==> config.mk <==
export PLATFORM = sky130hd
export DESIGN_NAME = f1_race_ctrl
export DESIGN_NICKNAME = d
export VERILOG_FILES = /design/src/rtl/f1_race_ctrl.sv
export SDC_FILE = /design/constraint.sdc
export NUM_CORES = 1
export LEC_CHECK = 0
export CAP_MARGIN = 20
export CORE_MARGIN = 3
export CORE_UTILIZATION = 55
export CTS_CLUSTER_SIZE = 25
export DETAILED_ROUTE_END_ITERATION = 8
export GPL_ROUTABILITY_DRIVEN = 0
export GPL_TIMING_DRIVEN = 0
export PLACE_DENSITY_LB_ADDON = 0.15
export SLEW_MARGIN = 20
export SYNTH_ARGS = -nofsm -noshare
export SYNTH_HDL_FRONTEND = slang
export SYNTH_SLANG_ARGS = --single-unit
==> constraint.sdc <==
create_clock -name clk -period 6.2 [get_ports clk]
set_input_delay 1.24 -clock clk [delete_from_list [all_inputs] [get_ports clk]]
set_output_delay 1.24 -clock clk [all_outputs]
set_load 0.03 [all_outputs]
==> src/rtl/f1_race_ctrl.sv <==
// F1 starting-lights reaction timer: lights sequence, random hold, reaction count, best time.
// Latency: key presses act 3 clk edges after the raw key is first sampled low; outputs are registered.
// No backpressure: inputs are strobes and raw keys, and outputs are level signals that are always valid.
module f1_race_ctrl #(
    parameter int LIGHT_STEP_MS = 500,
    parameter int MIN_DELAY_MS  = 250,
    parameter int MAX_MS        = 9999
) (
    input  logic        clk,
    input  logic        rst_n,
    input  logic        tick_1ms,
    input  logic        key_start,
    input  logic        key_react,
    input  logic [11:0] rand_val,
    output logic        lfsr_en,
    output logic [9:0]  lights,
    output logic [13:0] react_ms,
    output logic [13:0] best_ms,
    output logic        result_valid,
    output logic        false_start,
    output logic        busy
);

    // Parameters narrowed once so every counter compare is a plain 14-bit compare.
    localparam logic [13:0] STEP_W = 14'(LIGHT_STEP_MS);
    localparam logic [13:0] MIN_W  = 14'(MIN_DELAY_MS);
    localparam logic [13:0] MAX_W  = 14'(MAX_MS);

    typedef enum logic [2:0] {
        S_IDLE,
        S_LIGHTS,
        S_HOLD,
        S_GO,
        S_RESULT,
        S_FAULT
    } state_t;

    state_t      state;
    logic [13:0] step_cnt;
    logic [13:0] hold_cnt;

    // Two-flop synchronizers per key, reset to the released (high) level.
    logic        start_s1;
    logic        start_s2;
    logic        react_s1;
    logic        react_s2;

    // Tracks how many real samples have reached the second sync flop since reset.
    // Until it fills, the sync output is only the reset value, not the key.
    logic [1:0]  sync_fill;

    // Set when the last genuine synchronized sample of the key was high.
    // A press needs a real high followed by a real low, so a key held
    // down across reset never produces a press.
    logic        start_hi;
    logic        react_hi;

    logic        start_press;
    logic        react_press;

    // Key synchronization and released-level tracking.
    always_ff @(posedge clk or negedge rst_n) begin
        if (!rst_n) begin
            start_s1  <= 1'b1;
            start_s2  <= 1'b1;
            react_s1  <= 1'b1;
            react_s2  <= 1'b1;
            sync_fill <= 2'b00;
            start_hi  <= 1'b0;
            react_hi  <= 1'b0;
        end else begin
            start_s1  <= key_start;
            start_s2  <= start_s1;
            react_s1  <= key_react;
            react_s2  <= react_s1;
            sync_fill <= {sync_fill[0], 1'b1};
            start_hi  <= sync_fill[1] & start_s2;
            react_hi  <= sync_fill[1] & react_s2;
        end
    end

    // A press is the single cycle where a genuine high has just turned low.
    always_comb begin
        start_press = start_hi & ~start_s2;
        react_press = react_hi & ~react_s2;
    end

    // Race sequencer: state, counters and all registered outputs.
    always_ff @(posedge clk or negedge rst_n) begin
        if (!rst_n) begin
            state        <= S_IDLE;
            lights       <= 10'h000;
            lfsr_en      <= 1'b0;
            react_ms     <= 14'd0;
            best_ms      <= MAX_W;
            result_valid <= 1'b0;
            false_start  <= 1'b0;
            busy         <= 1'b0;
            step_cnt     <= 14'd0;
            hold_cnt     <= 14'd0;
        end else begin
            case (state)
                S_IDLE: begin
                    // The LFSR free-runs while waiting so the hold delay is unpredictable.
                    lfsr_en <= 1'b1;
                    lights  <= 10'h000;
                    if (start_press) begin
                        state    <= S_LIGHTS;
                        busy     <= 1'b1;
                        step_cnt <= 14'd0;
                    end
                end

                S_LIGHTS: begin
                    if (react_press) begin
                        // Jumping the lights is a false start; the shown result is kept.
                        state       <= S_FAULT;
                        lights      <= 10'h3FF;
                        false_start <= 1'b1;
                        busy        <= 1'b0;
                        lfsr_en     <= 1'b1;
                        step_cnt    <= 14'd0;
                    end else if (tick_1ms) begin
                        if (step_cnt + 14'd1 == STEP_W) begin
                            step_cnt <= 14'd0;
                            if (lights == 10'h3FF) begin
                                // All lights lit: freeze the random value into the hold delay.
                                state    <= S_HOLD;
                                hold_cnt <= MIN_W + {2'b00, rand_val};
                                lfsr_en  <= 1'b0;
                            end else begin
                                lights <= {lights[8:0], 1'b1};
                            end
                        end else begin
                            step_cnt <= step_cnt + 14'd1;
                        end
                    end
                end

                S_HOLD: begin
                    if (react_press) begin
                        state       <= S_FAULT;
                        false_start <= 1'b1;
                        busy        <= 1'b0;
                        lfsr_en     <= 1'b1;
                        hold_cnt    <= 14'd0;
                    end else if (tick_1ms) begin
                        // A zero-length hold also exits here rather than wrapping.
                        if (hold_cnt <= 14'd1) begin
                            state    <= S_GO;
                            lights   <= 10'h000;
                            react_ms <= 14'd0;
                            hold_cnt <= 14'd0;
                        end else begin
                            hold_cnt <= hold_cnt - 14'd1;
                        end
                    end
                end

                S_GO: begin
                    if (react_press) begin
                        // The press beats a coincident tick, so the count is not bumped.
                        state        <= S_RESULT;
                        result_valid <= 1'b1;
                        busy         <= 1'b0;
                        lfsr_en      <= 1'b1;
                        if (react_ms < best_ms) begin
                            best_ms <= react_ms;
                        end
                    end else if (tick_1ms) begin
                        if (react_ms + 14'd1 >= MAX_W) begin
                            // Timed out: show the saturated count, leave best untouched.
                            react_ms     <= MAX_W;
                            state        <= S_RESULT;
                            result_valid <= 1'b1;
                            busy         <= 1'b0;
                            lfsr_en      <= 1'b1;
                        end else begin
                            react_ms <= react_ms + 14'd1;
                        end
                    end
                end

                S_RESULT, S_FAULT: begin
                    // Start restarts the round directly and outranks a coincident react.
                    if (start_press) begin
                        state        <= S_LIGHTS;
                        lights       <= 10'h000;
                        step_cnt     <= 14'd0;
                        result_valid <= 1'b0;
                        false_start  <= 1'b0;
                        busy         <= 1'b1;
                        lfsr_en      <= 1'b1;
                    end
                end

                default: begin
                    state        <= S_IDLE;
                    lights       <= 10'h000;
                    result_valid <= 1'b0;
                    false_start  <= 1'b0;
                    busy         <= 1'b0;
                end
            endcase
        end
    end

endmodule
==> flow_summary.toml <==
[sta]
finalSetupViolations = 0
relSlewSlack_pct = 49.5
hold_viol = 0
slew_violations = 0
finClkSkew_ns = 0.0141
tightest_slew_ns = 0.751
clock.fmax_mhz = 295
rsz0062_at_grt = "no"
period_share_pct = 54.7
fin_crit_ns = 3.39
fin_setup_tns_ns = 0

[global_routing]
grt_pass1_wl_mm = 20.9
grt_remaining_overflow = 0
grt_use_total_pct = 24.8
antenna_found_initial = 0
grt_max_degree = 56
grt_pass1_vias = 4356

[finish]
area_growth_pct = 18.4
layout-drive-gt1-share_pct = 11.4
layout_commonest_cell = "dfrtp_1"
ff_latch_area_um2 = 2040
num-nets-final = 669
utilization_pct = 68.1
fill_cells = 749
stdcell_area_um2 = 6030
multi_input_area_um2 = 2820
stdcell_count = 746
final_cell_mix = "dfrtp_1 (69), o21ai_0 (57), clkdlybuf4s50_1 (57)"
antennaDiodeCount = 0

[critical_path]
critPathMaxStageDelay_ns = 0.63
crit_required_ns = 6.42
worstSetupPathType = "input pin to register"
regToRegSetupSlack_ns = 3.15
crit_top_cell = "o21ai_0"
path_cells = "clkdlybuf4s50_1, nor2_1, nor3_1, nand2_1, o32a_1, clkbuf_1, o21ai_0, o21ai_0"
path_max_fanout = 10
cp_top_family = "buffers and inverters"
crit_path_start_kind = "input pin"
endpoint_kind = "register"
cp_num_buf_inv = 2
cpMaxStageDelayCell = "clkdlybuf4s50_1"
arrival_ns = 3.61

[detailed_routing]
drt-initial-drc-count = 301
drt-pass1-iter-count = 5
routed_via_density = 6.29
drc_errors = 0
vias = 4696
antenna_left = 0
wl_mm = 12.3
wire_per_inst_um = 16.5

[cts]
post_cts.repair.setup_buffers = 0
cts.clk_slew.worst_paths_ns = 0.08
holdBufCountCts = 0
root_buffer = "clkbuf_8"
clk_latency_ns = 0.35
h-tree-depth = 3
clock_sinks = 81
post_cts_resize_count = 0
cts_buffer_depth = 2
cts_tree = "done"
cts_buffers = 9

[power]
power.leakage_nw = 2.47
swShare_pct = 42.0
power_frac_seq_pct = 35.6
intPower_w = 0.00120
combPwrFrac_pct = 45.3
power_density_nw_per_um2 = 343
totalPowerFinal_w = 0.00207
p_switching_w = 0.000868
pwr-share-clk_pct = 19.1
max-vdd-ir-drop_mv = 0.213

[synthesis]
synth_edf_count = 0
yosysTopAreaCell = "dfrtp_1"
ys_async_sr_fraction_pct = 100
synth_top_area_share_pct = 33.9
synth_seq_cells = 81
synth-seq-area-share_pct = 40.1
syn-num-nets = 599
syn_inst = 563
avgSynthCellArea_um2 = 9.05
ys_types = 76
yosys_warnings = 0
synth_area_um2 = 5090
synthFlopType = "dfrtp_1"
synth.area.top_cells = "dfrtp_1 (34%), dfstp_2 (6.2%), o21ai_0 (5.6%), ha_1 (4.7%), a21oi_1 (3.6%)"

[status]
run_status = "complete, no violations"

[flow_run]
max-cap-violations = 0

[floorplan]
fp.dieH_um = 102
die_area_um2 = 10500
coreArea_um2 = 8850
start_util_pct = 57.6
boundaryPins = 59
std_cell_rows = 34
fp.dieW_um = 102

[place]
place_hpwl_mm = 8.88
io_buffer_count = 58
placed_area_um2 = 5830
placedCellCount = 730

[min_path]
hp-class = "register to register"
registers in the layout, summed over array words and instances (netlist names):
name	count
best_ms	14
hold_cnt	14
react_ms	14
step_cnt	14
lights	10
state	3
sync_fill	2
busy	1
false_start	1
lfsr_en	1
react_hi	1
react_s1	1
react_s2	1
result_valid	1
start_hi	1
start_s1	1
start_s2	1
cells by family after synthesis:
logic type | synth area share [%]
buf+inv | 4.59
fa+ha+maj | 4.86
compound gates | 26.4
flops | 40.1
other cells | 0.0736
simple gates | 18.6
mux | 3.98
xor+xnor | 1.38
cell type report:
class | count | share of cell area [%]
multi-input combinational | 428 | 46.7
timing repair buffer | 59 | 10.0
clock inverter | 5 | 0.913
inverter | 26 | 1.62
tap | 108 | 2.24
sequential | 81 | 33.9
buffer | 28 | 2.26
clock buffer | 11 | 2.34
synth_stat cells, types with 8 or more instances:
master	count
ha_1	19
o31ai_1	8
a31oi_1	8
o21ai_0	57
nand3_1	17
dfstp_2	12
dfrtp_1	69
mux2_2	8
nor3_1	15
nor2_1	47
a21o_1	8
mux2i_1	9
a21oi_1	37
clkbuf_1	16
inv_1	26
nand2b_1	10
o221a_2	10
nand2_1	46
power by group through the flow:
stage,sequential [W],combinational (W),clock [W]
final,0.000736,0.000935,0.000394
after global routing,0.000755,0.00104,0.000423
after CTS,0.000735,0.000933,0.000400
after detailed placement,0.000744,0.000926,0
after global placement,0.000738,0.000903,0
after floorplan,0.000803,0.000582,0
worst register-to-register path, stage by stage (launching register included):
cell      delay (ns)
dfstp_2         0.55
nand2b_1        0.12
clkbuf_1        0.43
nand2_1         0.23
nor3_1          0.45
nand2_1         0.10
o32a_1          0.45
clkbuf_1        0.27
o21ai_0         0.22
o21ai_0         0.10
per-stage QoR:
step	worst slack [ns]	hold WS, ns
2_1_floorplan	3.34	0.331
3_3_place_gp	0.975	0.333
3_5_place_dp	2.42	0.337
4_1_cts	2.79	0.356
5_1_grt	2.55	0.358
6_report	2.81	0.354
layer usage:
layer / global-route usage, % / routed length [um] / up-vias
met5: 0 / 0 / -
met4: 7.77 / 150 / 0
met3: 3.55 / 819 / 16
met2: 38.7 / 5730 / 188
met1: 35.9 / 5620 / 2263
li1: - / - / 2229
worst paths after layout:
path                                         from                        to  depth (start not counted)
max                                      tick_1ms  hold_cnt[10]$_DFFE_PN0P_                          8
min                        sync_fill[0]$_DFF_PN0_    sync_fill[1]$_DFF_PN0_                          0
max reg2reg                    react_s2$_DFF_PN1_  hold_cnt[10]$_DFFE_PN0P_                          9
min reg2reg                sync_fill[0]$_DFF_PN0_    sync_fill[1]$_DFF_PN0_                          0
max in group asynchronous                   rst_n        react_s1$_DFF_PN1_                          2
min in group asynchronous                   rst_n    best_ms[7]$_DFFE_PN0P_                          1
(Power assumes the default switching activity.)
